## src/rtl/clock24_pkg.sv

```systemverilog
// Shared constants and types for the clock24 timekeeping core.
package clock24_pkg;

  localparam int unsigned DIGIT_W          = 4;
  localparam int unsigned SEC_T_MAX        = 5;
  localparam int unsigned MIN_T_MAX        = 5;
  localparam int unsigned UNIT_MAX         = 9;
  localparam int unsigned HOUR_T_MAX       = 2;
  localparam int unsigned HOUR_U_MAX_AT_20 = 3;

  typedef logic [DIGIT_W-1:0] bcd_t;

  // Full time-of-day as six BCD digits, hours tens in the MSBs.
  typedef struct packed {
    bcd_t ht;
    bcd_t hu;
    bcd_t mt;
    bcd_t mu;
    bcd_t st;
    bcd_t su;
  } time_t;

  localparam time_t RESET_TIME = '0;

endpackage

```

## src/rtl/clock24_counter_bcd_mod60.sv

```systemverilog
// Two-digit BCD modulo-60 counter (00..59) with increment, clear and carry-out.
module bcd_mod60
  import clock24_pkg::*;
#(
  parameter int unsigned           TENS_MAX  = SEC_T_MAX,
  parameter logic [DIGIT_W-1:0]    RST_TENS  = '0,
  parameter logic [DIGIT_W-1:0]    RST_UNITS = '0
) (
  input  logic               clk,
  input  logic               rst_n,
  input  logic               inc,
  input  logic               clr,
  output logic [DIGIT_W-1:0] tens,
  output logic [DIGIT_W-1:0] units,
  output logic               carry_c
);

  localparam logic [DIGIT_W-1:0] T_MAX = DIGIT_W'(TENS_MAX);
  localparam logic [DIGIT_W-1:0] U_MAX = DIGIT_W'(UNIT_MAX);

  logic [DIGIT_W-1:0] tens_q, tens_d;
  logic [DIGIT_W-1:0] units_q, units_d;
  logic               at_max;

  // Next count: clear dominates increment; carry only on an accepted 59->00 step.
  always_comb begin
    tens_d  = tens_q;
    units_d = units_q;
    at_max  = (tens_q == T_MAX) && (units_q == U_MAX);
    carry_c = inc && !clr && at_max;
    if (clr) begin
      tens_d  = '0;
      units_d = '0;
    end else if (inc) begin
      if (units_q == U_MAX) begin
        units_d = '0;
        tens_d  = at_max ? '0 : tens_q + DIGIT_W'(1);
      end else begin
        units_d = units_q + DIGIT_W'(1);
      end
    end
  end

  // Digit registers.
  always_ff @(posedge clk or negedge rst_n) begin
    if (!rst_n) begin
      tens_q  <= RST_TENS;
      units_q <= RST_UNITS;
    end else begin
      tens_q  <= tens_d;
      units_q <= units_d;
    end
  end

  assign tens  = tens_q;
  assign units = units_q;

endmodule

```

## src/rtl/clock24_counter.sv

```systemverilog
// 24-hour BCD time-of-day counter with 1 Hz prescaler and manual set inputs.
// Optional alarm comparator enabled by defining CLOCK24_ALARM_EN.
module clock24_counter
  import clock24_pkg::*;
#(
  parameter int unsigned CLK_HZ = 50000000
) (
  input  logic               CLK,
  input  logic               RSTN,
  input  logic               EN,
  input  logic               SET_MIN,
  input  logic               SET_HOUR,
  output logic [DIGIT_W-1:0] HT,
  output logic [DIGIT_W-1:0] HU,
  output logic [DIGIT_W-1:0] MT,
  output logic [DIGIT_W-1:0] MU,
  output logic [DIGIT_W-1:0] ST,
  output logic [DIGIT_W-1:0] SU,
  output logic               SEC_TICK
`ifdef CLOCK24_ALARM_EN
  ,
  input  logic               ALM_ON,
  input  logic [7:0]         ALM_HOUR,
  input  logic [7:0]         ALM_MIN,
  output logic               ALARM
`endif
);

  localparam int unsigned        PRESC_W   = (CLK_HZ > 1) ? $clog2(CLK_HZ) : 1;
  localparam logic [PRESC_W-1:0] PRESC_MAX = PRESC_W'(CLK_HZ - 1);
  localparam logic [DIGIT_W-1:0] HT_MAX    = DIGIT_W'(HOUR_T_MAX);
  localparam logic [DIGIT_W-1:0] HU_MAX20  = DIGIT_W'(HOUR_U_MAX_AT_20);
  localparam logic [DIGIT_W-1:0] U_MAX     = DIGIT_W'(UNIT_MAX);

  logic [PRESC_W-1:0] presc_q, presc_d;
  logic [DIGIT_W-1:0] ht_q, ht_d;
  logic [DIGIT_W-1:0] hu_q, hu_d;
  logic               sec_tick_q, sec_tick_d;
  logic               set_any;
  logic               tick;
  logic               sec_inc;
  logic               sec_carry;
  logic               min_inc;
  logic               min_carry;
  logic               hour_inc;
  logic [DIGIT_W-1:0] st, su, mt, mu;

  // Prescaler next state and tick qualification; any SET restarts the second.
  always_comb begin
    presc_d    = presc_q;
    set_any    = SET_MIN || SET_HOUR;
    tick       = EN && (presc_q == PRESC_MAX);
    sec_inc    = tick && !set_any;
    sec_tick_d = sec_inc;
    if (set_any) begin
      presc_d = '0;
    end else if (EN) begin
      presc_d = tick ? '0 : presc_q + PRESC_W'(1);
    end
  end

  // Seconds: cleared by either SET, advanced only by an accepted tick.
  bcd_mod60 #(
    .TENS_MAX  (SEC_T_MAX),
    .RST_TENS  (RESET_TIME.st),
    .RST_UNITS (RESET_TIME.su)
  ) u_sec (
    .clk     (CLK),
    .rst_n   (RSTN),
    .inc     (sec_inc),
    .clr     (set_any),
    .tens    (st),
    .units   (su),
    .carry_c (sec_carry)
  );

  assign min_inc = SET_MIN || sec_carry;

  // Minutes: manual advance wraps without carrying; only a seconds carry ripples on.
  bcd_mod60 #(
    .TENS_MAX  (MIN_T_MAX),
    .RST_TENS  (RESET_TIME.mt),
    .RST_UNITS (RESET_TIME.mu)
  ) u_min (
    .clk     (CLK),
    .rst_n   (RSTN),
    .inc     (min_inc),
    .clr     (1'b0),
    .tens    (mt),
    .units   (mu),
    .carry_c (min_carry)
  );

  // Hours next state: 00..23 with the 23->00 wrap.
  always_comb begin
    ht_d     = ht_q;
    hu_d     = hu_q;
    hour_inc = SET_HOUR || (sec_carry && min_carry);
    if (hour_inc) begin
      if ((ht_q == HT_MAX) && (hu_q == HU_MAX20)) begin
        ht_d = '0;
        hu_d = '0;
      end else if (hu_q == U_MAX) begin
        hu_d = '0;
        ht_d = ht_q + DIGIT_W'(1);
      end else begin
        hu_d = hu_q + DIGIT_W'(1);
      end
    end
  end

  // Prescaler, hour digits and seconds pulse registers.
  always_ff @(posedge CLK or negedge RSTN) begin
    if (!RSTN) begin
      presc_q    <= '0;
      ht_q       <= RESET_TIME.ht;
      hu_q       <= RESET_TIME.hu;
      sec_tick_q <= 1'b0;
    end else begin
      presc_q    <= presc_d;
      ht_q       <= ht_d;
      hu_q       <= hu_d;
      sec_tick_q <= sec_tick_d;
    end
  end

  assign HT       = ht_q;
  assign HU       = hu_q;
  assign MT       = mt;
  assign MU       = mu;
  assign ST       = st;
  assign SU       = su;
  assign SEC_TICK = sec_tick_q;

`ifdef CLOCK24_ALARM_EN
  logic alarm_q, alarm_d;

  // Alarm match against the registered hours and minutes.
  always_comb begin
    alarm_d = ALM_ON && ({ht_q, hu_q} == ALM_HOUR) && ({mt, mu} == ALM_MIN);
  end

  // Alarm output register.
  always_ff @(posedge CLK or negedge RSTN) begin
    if (!RSTN) begin
      alarm_q <= 1'b0;
    end else begin
      alarm_q <= alarm_d;
    end
  end

  assign ALARM = alarm_q;
`endif

endmodule
```

## config.mk

```make
export PLATFORM = sky130hd
export DESIGN_NAME = clock24_counter
export DESIGN_NICKNAME = d
export VERILOG_FILES = /design/src/rtl/clock24_pkg.sv /design/src/rtl/clock24_counter_bcd_mod60.sv /design/src/rtl/clock24_counter.sv
export SDC_FILE = /design/constraint.sdc
export NUM_CORES = 1
export LEC_CHECK = 0
export CORE_MARGIN = 2
export CORE_UTILIZATION = 40
export DETAILED_ROUTE_END_ITERATION = 8
export SYNTH_ARGS = -nofsm -noshare
export SYNTH_HDL_FRONTEND = slang
export SYNTH_HIERARCHICAL = 1
export SYNTH_SLANG_ARGS = --single-unit
```

## constraint.sdc

```tcl
create_clock -name CLK -period 3.9 [get_ports CLK]
set_input_delay 0.78 -clock CLK [delete_from_list [all_inputs] [get_ports CLK]]
set_output_delay 0.78 -clock CLK [all_outputs]
set_load 0.02 [all_outputs]
```

==> results of run 1 <==
[cell usage after synthesis (4+ instances only)]
master,number
nor2_1,23
nor3_1,5
xor2_1,5
a21oi_1,27
and3_1,6
nand4_1,13
a211o_1,4
nand2b_1,4
xnor2_1,7
nand2_1,27
nand3_1,12
nand3b_1,6
o31ai_1,8
ha_1,14
clkbuf_1,5
nor2b_1,5
or4_1,11
and4b_1,4
or3_1,5
inv_1,11
o21ai_0,24
dfrtp_1,51
[kinds of logic after synthesis]
logic type	Yosys count	synth area share [%]
flip-flops	51	42.4
AO/OA/AOI/OAI	79	16.1
XOR/XNOR	12	3.49
AND/OR/NAND/NOR	145	29.0
adder cells (fa/ha/maj)	14	5.82
other	1	0.125
buffers and inverters	20	3.03
[layer usage]
| metal | up-vias | routed length (um) | share of wire (%) |
|---|---|---|---|
| li1 | 1270 | - | - |
| met1 | 1252 | 3480 | 49 |
| met2 | 37 | 3290 | 46 |
| met3 | 6 | 292 | 4.1 |
| met4 | 0 | 84 | 1.2 |
| met5 | - | 0 | 0 |
[power by group through the flow]
stage / logic [W] / clock network (W) / registers [W]
4_1_cts: 0.000240 / 0.000321 / 0.000612
6_report: 0.000236 / 0.000314 / 0.000611
5_1_grt: 0.000258 / 0.000344 / 0.000620
2_1_floorplan: 0.0000887 / 0 / 0.000652
3_3_place_gp: 0.000234 / 0 / 0.000622
3_5_place_dp: 0.000239 / 0 / 0.000623
[critical path: stages, from the launching register on]
cell and delay (ns):
dfrtp_1 0.45, ha_1 0.22, nand3_2 0.15, or4_1 0.62
nor3_2 0.17, and4b_1 0.30, and3_1 0.22, or2_2 0.21
and4b_1 0.30, and3_1 0.21, a21oi_1 0.21, a21o_1 0.24
o31ai_1 0.23
[area by class of cell]
| cell class | instances | area, um^2 | area share (%) |
|---|---|---|---|
| multi-input combinational | 251 | 1650 | 46.6 |
| sequential | 51 | 1280 | 36.0 |
| timing repair buffer | 40 | 368 | 10.4 |
| tap | 99 | 124 | 3.50 |
| clock buffer | 5 | 68.8 | 1.94 |
| inverter | 11 | 41.3 | 1.17 |
| clock inverter | 3 | 15.0 | 0.424 |
[how the worst min path moves through the flow]
stage | from | to | slack (ns) | depth (start not counted)
global route | presc_q[22]$_DFFE_PN0P_ | presc_q[22]$_DFFE_PN0P_ | 0.55 | 1
global placement | HT[3]$_DFFE_PN0P_ | HT[3]$_DFFE_PN0P_ | 0.50 | 1
finish | HT[3]$_DFFE_PN0P_ | HT[3]$_DFFE_PN0P_ | 0.53 | 1
detailed placement | HT[3]$_DFFE_PN0P_ | HT[3]$_DFFE_PN0P_ | 0.51 | 1
floorplan | presc_q[22]$_DFFE_PN0P_ | presc_q[22]$_DFFE_PN0P_ | 0.47 | 1
CTS | HT[3]$_DFFE_PN0P_ | HT[3]$_DFFE_PN0P_ | 0.52 | 1
[sequential cells by signal, summed over array words and instances (netlist names)]
name and cells:
u_sec/units 4, HT 4, u_min/units 4, HU 4, u_sec/tens 4, u_min/tens 4, SEC_TICK 1, presc_q 26
[stage by stage]
| stage | util [%] | instances | cell area, um^2 | total power [W] |
|---|---|---|---|---|
| final | 48.8 | 460 | 3540 | 0.00116 |
| after global routing | 48.8 | 460 | 3540 | 0.00122 |
| after CTS | 48.8 | 460 | 3540 | 0.00117 |
| after detailed placement | 47.6 | 452 | 3450 | 0.000862 |
| after global placement | 47.6 | 452 | 3450 | 0.000856 |
| after floorplan | - | 322 | 3010 | 0.000741 |
[what timing repair did]
action                                  4_1_cts  5_1_grt
endpoints found under the setup margin        0        3
endpoints found under the hold margin         0        0
resized for setup                             0        1
==> reports/results.ini, run 1 <==
[run_status]
status = complete, no violations

[final_layout]
fill_cells = 717
final_layout_size_suffix_gt1_share_pct = 9.42
synthToLayoutAreaGrowth_pct = 17.6
final_nets = 379
antenna_cells = 0
final_cell_mix = dfrtp_1 (51), clkdlybuf4s50_1 (28), nand2_1 (27), a21oi_1 (27), o21ai_0 (24)
mostFrequentLayoutCell = dfrtp_1

[clock_network]
h-tree-depth = 2
cts_made_buffers = 5
cts_hold_buffers = 0
post_cts_buffers = 0
cts.clk_slew.worst_paths_ns = 0.10
cts_sinks = 51
clock_latency_ns = 0.32
clock_path_buffers = 2
cts_tree = done
root_buffer = clkbuf_8

[sta]
finClkSkew_ns = 0.0134
rsz0062_at_grt = false
fin_setup_tns_ns = 0
hold_viol_final = 0
fmax_mhz = 277
min_period_ns = 3.61
slew_viol_final = 0
setup_ws_ns = 0.286
worst_pin_slew_ns = 0.843
fin_hold_ws_ns = 0.527
setup_viol = 0
max-slew-margin-rel_pct = 43.8
fin_crit_sh_pct = 92.7

[global_routing]
grt_max_degree = 37
use_met2_pct = 29.6
antenna_found_initial = 0
track_usage_pct = 18.3
use_met3_pct = 3.92
grt_pass1_vias = 2495
grt.busiest_layer = met2
gr-total-overflow = 0
use_met1_pct = 24.8
grt_pass1_wl_mm = 12.3

[worst_setup_path]
crit_end = HT[3]$_DFFE_PN0P_
r2r_slack_ns = 0.29
r2r-end = HT[3]$_DFFE_PN0P_
critPathKind = reg2reg
critPathMaxFanout = 9
end_kind = flip-flop
r2r_cells = 12
rr_startpoint = presc_q[0]$_DFFE_PN0P_
required_ns = 4.13
arrival_ns = 3.84
cp-startpoint = presc_q[0]$_DFFE_PN0P_
startpoint_type = flip-flop

[die]
pin_count = 30
dieArea_um2 = 8240
initial_utilization_pct = 41.5
rows = 31
die_h_um = 90.8
core_um2 = 7250
die_x_um = 90.8

[power]
p_comb_share_pct = 20.3
leakage_nw = 1.41
internal_power_w = 0.000791
power_density_nw_per_um2 = 328
ir_worst_vdd_mv = 0.117
swShare_pct = 31.9
seqPwrFrac_pct = 52.6
switching_power_w = 0.000371
clkPwrFrac_pct = 27.0

[place]
place_congestion = 0.788
dp_slack_ns = 0.00320
place.port_buffers = 29
dp_hpwl_mm = 5.07

[yosys]
synth-main-ff-cell = dfrtp_1
netlist_area_um2 = 3010
ys_async_sr_fraction_pct = 100
synth_cell_type_count = 53
synth_nets = 341
syn-instance-count = 322
synth_top_area_share_pct = 42.4
yosysSeqAreaShare_pct = 42.4
ys_warn_count = 6
syn_area_per_cell_um2 = 9.35
synth.area.top_cells = dfrtp_1 (42%), ha_1 (5.8%), a21oi_1 (4.5%)
yosysTopAreaCell = dfrtp_1
synth_seq_cells = 51
synth_edf_count = 0

[drt]
avgRoutedWirePerCell_um = 15.6
drt-total-wl_mm = 7.15
drtAntennaViolNets = 0
firstDrtPassIters = 4
drtIter0Drc = 142
num_vias = 2565
drc_errors = 0
vias_per_cell = 5.58

[min_path]
hp-class = reg2reg

[flow_run]
maxCapViolCount = 0

(Power assumes the default switching activity.)
==> inputs of run 2 (changes only) <==
--- a/config.mk
+++ b/config.mk
@@ -5,6 +5,7 @@
 export SDC_FILE = /design/constraint.sdc
 export NUM_CORES = 1
 export LEC_CHECK = 0
+export CAP_MARGIN = 20
 export CORE_MARGIN = 2
 export CORE_UTILIZATION = 40
 export DETAILED_ROUTE_END_ITERATION = 8
==> constraint.sdc (replaced) <==
create_clock -name CLK -period 3.9 [get_ports CLK]
set_input_delay 0.585 -clock CLK [delete_from_list [all_inputs] [get_ports CLK]]
set_output_delay 0.585 -clock CLK [all_outputs]
set_load 0.02 [all_outputs]
==> reports/results.ini, run 2 (synthesized netlist as in run 1, its figures left out) <==
[global_routing]
track_usage_pct = 17.3  ; was 18.3%
gr-total-overflow = 0  ; unchanged
grt_pass1_vias = 2486  ; was 2495
antenna_found_initial = 0  ; unchanged
grt_max_degree = 28  ; was 37
grt_pass1_wl_mm = 11.8  ; was 12.3 mm

[final_layout]
final_nets = 377  ; was 379
final_cell_mix = dfrtp_1 (51), clkdlybuf4s50_1 (28), nand2_1 (27), a21oi_1 (27), o21ai_0 (24)  ; unchanged
synthToLayoutAreaGrowth_pct = 17.8  ; was 17.6%
top_register = presc_q  ; unchanged
fin_util_pct = 48.9  ; was 48.8%
mostFrequentLayoutCell = dfrtp_1  ; unchanged
antenna_cells = 0  ; unchanged
final_layout_size_suffix_gt1_share_pct = 8.91  ; was 9.42%
largest_reg_flops = 26  ; unchanged

[clock_network]
cts.clk_slew.worst_paths_ns = 0.10  ; about the same
cts_resized = 0  ; unchanged
cts_tree = done  ; unchanged
h-tree-depth = 2  ; unchanged
post_cts_buffers = 0  ; unchanged
root_buffer = clkbuf_8  ; unchanged
clock_path_buffers = 2  ; unchanged
clock_latency_ns = 0.31  ; was 0.32 ns
cts_hold_buffers = 0  ; unchanged
cts_made_buffers = 5  ; unchanged
cts_sinks = 51  ; unchanged

[sta]
fmax_mhz = 283  ; was 277 MHz
setup_viol = 0  ; unchanged
fin_crit_sh_pct = 90.5  ; was 92.7%
rsz0062_at_grt = false  ; unchanged
finClkSkew_ns = 0.0121  ; was 0.0134 ns
fin_setup_tns_ns = 0  ; unchanged
worst_pin_slew_ns = 0.647  ; was 0.843 ns
max-slew-margin-rel_pct = 56.9  ; was 43.8%
slew_viol_final = 0  ; unchanged
min_period_ns = 3.53  ; was 3.61 ns
hold_viol_final = 0  ; unchanged

[die]
rows = 31  ; unchanged
dieArea_um2 = 8240  ; unchanged
initial_utilization_pct = 41.5  ; unchanged
pin_count = 30  ; unchanged
die_x_um = 90.8  ; unchanged
die_h_um = 90.8  ; unchanged
core_um2 = 7250  ; unchanged

[place]
place.port_buffers = 29  ; unchanged
place_congestion = 0.837  ; was 0.788
dp_hpwl_mm = 4.97  ; was 5.07 mm

[worst_setup_path]
r2r_slack_ns = 0.37  ; was 0.29 ns
critPathMaxFanout = 9  ; unchanged
critPathKind = reg2reg  ; unchanged
arrival_ns = 3.76  ; was 3.84 ns
startpoint_type = flip-flop  ; unchanged
required_ns = 4.13  ; about the same
crit_family = simple AND/OR/NAND/NOR gates  ; unchanged
path_cells = ha_1, nand3_2, or4_1, nor3_2, and4b_1, and3_1, or2_2, and4b_1, and3_1, a21oi_1, a21o_1, o31ai_1  ; unchanged
critPathSlowestCell = or4_1  ; unchanged
critPathBufInv = 0  ; unchanged
end_kind = flip-flop  ; unchanged
cpPeakStageDelay_ns = 0.61  ; was 0.62 ns

[drt]
drc_errors = 0  ; unchanged
avgRoutedWirePerCell_um = 15.0  ; was 15.6 um
firstDrtPassIters = 4  ; unchanged
num_vias = 2549  ; was 2565
drtIter0Drc = 141  ; was 142
drt-total-wl_mm = 6.87  ; was 7.15 mm
vias_per_cell = 5.57  ; was 5.58
drtAntennaViolNets = 0  ; unchanged

[power]
ir_worst_vdd_mv = 0.139  ; was 0.117 mV
leakage_nw = 1.40  ; was 1.41 nW
power_density_nw_per_um2 = 333  ; was 328 nW/um^2

[run_status]
status = complete, no violations  ; unchanged

[min_path]
hp-class = in2async  ; was reg2reg

[flow_run]
maxCapViolCount = 0  ; unchanged

## run 2: cell count changes in the layout (fill, tap and decap cells not counted)
cell        delta
clkbuf_8       +2
clkinvlp_4     +1
clkinv_2       -3
buf_4          -2
## run 2: path summary, 6_finish.rpt
path                                                   to  cells past startpoint                    from
worst max-delay path                    HT[3]$_DFFE_PN0P_                     12  presc_q[0]$_DFFE_PN0P_
max in group asynchronous       u_sec/tens[1]$_DFFE_PN0P_                      2                    RSTN
min in group CLK                        HT[3]$_DFFE_PN0P_                      1       HT[3]$_DFFE_PN0P_
worst min-delay path               presc_q[9]$_DFFE_PN0P_                      1                    RSTN
worst max register to register          HT[3]$_DFFE_PN0P_                     12  presc_q[0]$_DFFE_PN0P_
worst min register to register          HT[3]$_DFFE_PN0P_                      1       HT[3]$_DFFE_PN0P_
## run 2: stage by stage
| step | area (um^2) | hold WS [ns] | std cells | power, W | setup WS [ns] |
|---|---|---|---|---|---|
| 2_1_floorplan | 3010 | 0.289 | 322 | 0.000741 | 0.280 |
| 3_3_place_gp | 3440 | 0.499 | 450 | 0.000853 | 0.358 |
| 3_5_place_dp | 3440 | 0.503 | 450 | 0.000857 | 0.177 |
| 4_1_cts | 3540 | 0.272 | 458 | 0.00120 | 0.272 |
| 5_1_grt | 3550 | 0.307 | 458 | 0.00126 | 0.0750 |
| 6_report | 3550 | 0.252 | 458 | 0.00118 | 0.369 |
## run 2: routing by layer
layer  track usage [%]  vias to the layer above  routed length, um  part of all wire (%)
met3              3.34                       12                231                   3.4
met5                 0                        -                  0                     0
met1              23.1                     1230               3320                    48
met4              5.30                        0                119                   1.7
li1                  -                     1263                  -                     -
met2              28.3                       44               3200                    47
## run 2: final cells by class
type | count | area, um^2
clock inverters | 1 | 7.51
clock buffers | 7 | 96.3
fillers | 689 | 3710
multi-input cells | 251 | 1650
well taps | 99 | 124
repair buffers | 38 | 353
flip-flops and latches | 51 | 1280
inverters | 11 | 41.3
## run 2: where the power goes
| group | internal, W | switching, W | leakage, nW | total (W) |
|---|---|---|---|---|
| registers | 0.000562 | 0.0000487 | 0.698 | 0.000611 |
| logic | 0.000104 | 0.000127 | 0.656 | 0.000232 |
| clock network | 0.000162 | 0.000177 | 0.0505 | 0.000339 |
| total | 0.000828 | 0.000353 | 1.40 | 0.00118 |
==> patch 1, RTL diff (config.mk and constraints of run 1) <==
The parameter `CLK_HZ` goes from 50000000 to 25000000.
--- a/src/rtl/clock24_counter.sv
+++ b/src/rtl/clock24_counter.sv
@@ -5,3 +5,3 @@
 #(
-  parameter int unsigned CLK_HZ = 50000000
+  parameter int unsigned CLK_HZ = 25000000
 ) (
Function: no difference found for any inputs over 10 cycles, from zero or initial values and one cycle with RSTN low; that may be too few to reach the edited logic, so the function may still have changed.
==> patch 1 against run 1 <==
  * Die area fell by 3.7%
  * Worst setup slack better by 0.079 ns
  * Maximum frequency up 2.2%
  * Clock skew is 0.0043 ns lower
  * Final cell count decreased by 5.2%
  * Sequential cell count down 1
  * Critical path depth up 1
  * Sequential share of layout area is 0.52 points higher
  * Area after synthesis decreased by 3.8%
  * Sequential power down 2%
  * Cell area fell by 3.4%
  * Wire length is 16% lower
  * Power is 1.8% lower
  * Critical path type unchanged
==> patch 1: results (changes against run 1) <==
- The fraction of layout cells with a size suffix above 1 came to 10.7% (was 9.42%).
- The xor-xnor portion of the synthesized cell area is 7.56% (was 3.49%).
- Initial DRC Count: 111 (was 142)
* Cells after DPL: 428 (was 452)
* Worst clock skew on the final layout: 0.00911 ns (was 0.0134 ns)
- Routing usage on met3: 2.86% (was 3.92%)
- Worst-path cell with the longest stage delay: or4b_4 (was or4_1)
- The share of the synthesized area in compound gates (AO/OA/AOI/OAI) came to 9.68% (was 16.1%).
- The static leakage power came to 1.46 nW (was 1.41 nW).
- Met2 Wirelength: 2850 µm (was 3290 µm)
* Clock network latency to the later pin of the worst-skew pair: 0.30 ns (was 0.32 ns)
* Final wirelength: 6020 µm (was 7150 µm)
- Most frequent cells after synthesis: dfrtp_1, nor2_1, nand2_1, a21oi_1, nand3_1 (was dfrtp_1, a21oi_1, nand2_1, o21ai_0, nor2_1).
- Reg2Reg Depth: 13 (was 12)
- The post-layout instance count excluding filler cells came to 436 (was 460).
* VDD IR max: 0.108 mV (was 0.117 mV)
- Global-route wire length before repair: 10700 µm (was 12300 µm)
* Result of the run: completed (unchanged)
- Mean Syn Cell Area: 9.75 µm² (was 9.35 µm²)
- Setup Slack @ Placement: 0.228 ns (was 0.00320 ns)
* Number of global-route vias before repair: 2215 (was 2495)
* Top cells by area in the synthesized netlist: dfrtp_1, ha_1, nor2_1 (was dfrtp_1, ha_1, a21oi_1)
- The maximum fanout count along the critical path was 6 (was 9).
* Maximum single-stage delay on the critical path: 0.57 ns (was 0.62 ns)
- The combinational group power was 229 µW (was 236 µW).
- The synthesized netlist net count was 315 (was 341).
* Synth unique cells: 52 (was 53)
- The largest net degree at the start of global routing came to 33 (was 37).
patch 1: cell types whose count changed after synthesis, sizes merged, moves of 7 or more:
| cell | change |
|---|---|
| a21oi | -8 |
| or4 | -9 |
| nor2 | +13 |
| o21ai | -14 |
| xor2 | +7 |
patch 1: how the worst max path moves through the flow:
stage	to	slack, ns	cells past startpoint
after CTS	HT[3]	0.35	13
after detailed placement	HT[3]	0.23	14
after global routing	HT[3]	0.09	13
after global placement	HT[3]	0.28	14
after floorplan	HT[3]	0.18	14
final	HT[3]	0.36	13
patch 1: worst max-delay path: cells and delay by family (launching register included):
family | cells | cell delay [ns]
AND/OR/NAND/NOR | 11 | 2.60
AO/OA/AOI/OAI | 1 | 0.22
XOR/XNOR | 1 | 0.14
flip-flops | 1 | 0.45
patch 1: layout make-up:
type | instances | area share, %
repair buffers | 37 | 10.1
clock inverters | 1 | 0.146
well taps | 99 | 3.62
clock buffers | 7 | 2.52
multi-input cells | 233 | 46.1
flip-flops and latches | 50 | 36.5
inverters | 9 | 0.987
==> patch 2, RTL diff (flow settings as in run 1) <==
Without the edit above. Put a register stage on the outputs `MT`, `MU`, `ST` and `SU`, without a reset. The values now appear one clock later. The other outputs are not delayed to match.
--- a/src/rtl/clock24_counter.sv
+++ b/src/rtl/clock24_counter.sv
@@ -128,6 +128,8 @@
   assign HU       = hu_q;
-  assign MT       = mt;
-  assign MU       = mu;
-  assign ST       = st;
-  assign SU       = su;
+  always_ff @(posedge CLK) begin
+    MT <= mt;
+    MU <= mu;
+    ST <= st;
+    SU <= su;
+  end
   assign SEC_TICK = sec_tick_q;
Check against the original RTL: not equivalent (Yosys sat finds a counterexample within 4 cycles, from zero or initial values and one cycle with RSTN low).
==> patch 2 against run 1 <==
  * Cell area is 15% higher
  * Die area is 11% higher
  * First-iteration DRC count is 9.2% higher
  * Final cell count is 8.0% higher
  * Area after synthesis is 11% higher
  * Sequential cell count is 16 higher
  * Worst setup slack better by 0.052 ns
  * Sequential share of layout area is 3.1 points higher
  * Power is 50% higher
  * Maximum frequency is 1.5% higher
  * Wire length is 6.9% higher
  * Critical path type is now input pin to flip-flop
  * Critical endpoint is now HT[2]
  * Largest power group unchanged
==> patch 2: results (changes against run 1) <==
- Pin count of the biggest net entering global routing: 32 (was 37)
- Vias: 2729 (was 2565)
* HPWL after detailed placement: 5230 µm (was 5070 µm)
- The portion of the post-synthesis area used by sequential elements came to 47.6% (was 42.4%).
- Arithmetic-cell share of the synthesized area counting full adders, half adders and majority gates: 5.23% (was 5.82%)
* VDD IR max: 0.234 mV (was 0.117 mV)
- Most frequent cells after synthesis: dfrtp_1, nand2_1, nor2_1, a21oi_1, dfxtp_1 (was dfrtp_1, a21oi_1, nand2_1, o21ai_0, nor2_1).
- Synthesized netlist net count: 362 (was 341)
- The number of H-tree levels came to 3 (was 2).
* Global-route wire length before repair: 13000 µm (was 12300 µm)
- The fraction of layout cells with a size suffix above 1 is 10.5% (was 9.42%).
- The total global routing track utilization came to 18.4% (was 18.3%).
- The number of filler instances in the final layout is 776 (was 717).
* Synthesized-area fraction occupied by ao, oa, aoi and oai cells: 13.3% (was 16.1%)
* Fraction of registers with async set or reset after synthesis: 76.1% (was 100%)
- Total CTS buffers: 9 (was 5)
- The distinct cell type count after synthesis came to 56 (was 53).
- Result of the run: completed (unchanged).
* Top cells by area in the synthesized netlist: dfrtp_1, dfxtp_1, ha_1 (was dfrtp_1, ha_1, a21oi_1)
- Clock edge transition at the registers on the reported setup and hold paths: 0.08 ns (was 0.10 ns)
* Worst clock skew on the final layout: 0.0105 ns (was 0.0134 ns)
- Final weighted congestion in routability-driven placement: 0.894 (was 0.788)
- The number of global-route vias before repair is 2641 (was 2495).
- The total length of routed wires was 7650 µm (was 7150 µm).
- Slew HR: 50.7% (was 43.8%)
- The placed standard-cell area is 0.00383 mm² (was 0.00345 mm²).
- Switch Pwr: 460 µW (was 371 µW)
## patch 2: cell count changes in the layout (fill, tap and decap cells not counted), moves of 5 or more
cell,before,now
clkbuf_8,5,10
o21ai_0,24,14
nand2_1,27,34
xor2_1,5,10
nor3_1,4,9
or4_1,11,4
dfxtp_1,0,16
a21oi_1,27,20
o31ai_1,8,3
## patch 2: power by group through the flow
stage	Sequential (mW)	Combinational, mW	Clock [mW]
detailed placement	0.791	0.233	0
global placement	0.789	0.228	0
floorplan	0.819	0.0877	0
finish	0.777	0.234	0.726
CTS	0.777	0.236	0.742
global route	0.785	0.258	0.768
## patch 2: final timing paths
| kind | startpoint | to | slack (ns) | cells past startpoint |
|---|---|---|---|---|
| min reg2reg | u_sec/tens[3] | ST[3] | 0.43 | 0 |
| max | EN | HT[2] | 0.34 | 13 |
| min | u_sec/tens[3] | ST[3] | 0.43 | 0 |
| max in group asynchronous | RSTN | presc_q[5] | 2.65 | 2 |
| min in group asynchronous | RSTN | presc_q[21] | 0.49 | 1 |
| max reg2reg | presc_q[18] | HT[2] | 0.56 | 12 |
## patch 2: cell type report
| cell class | instances | area (µm²) | area share [%] |
|---|---|---|---|
| multi-input combinational | 259 | 1690 | 41.4 |
| sequential | 67 | 1600 | 39.1 |
| timing repair buffer | 42 | 383 | 9.38 |
| clock buffer | 10 | 138 | 3.37 |
| tap | 105 | 131 | 3.22 |
| clock inverter | 6 | 111 | 2.73 |
| inverter | 8 | 30.0 | 0.736 |
## patch 2: kinds of logic after synthesis
logic type,Yosys count
AOI/OAI and AO/OA,69
xor gates and xnor gates,18
adders and majority gates,14
DFF,67
and+or+nand+nor,157
buffers and inverters,17
other,1
## patch 2: layer usage
layer | track usage, % | share of wire, %
met1 | 25.2 | 48
met3 | 3.79 | 3.8
met5 | 0 | 0
met2 | 28.4 | 46
met4 | 7.38 | 1.9
## patch 2: per-stage QoR
stage	TNS (ns)	setup slack [ns]	std cells
finish	0	0.338	497
global route	0	0.0439	497
CTS	0	0.286	497
detailed placement	-0.00733	-0.00733	481
global placement	0	0.0208	481
floorplan	0	0.0556	343
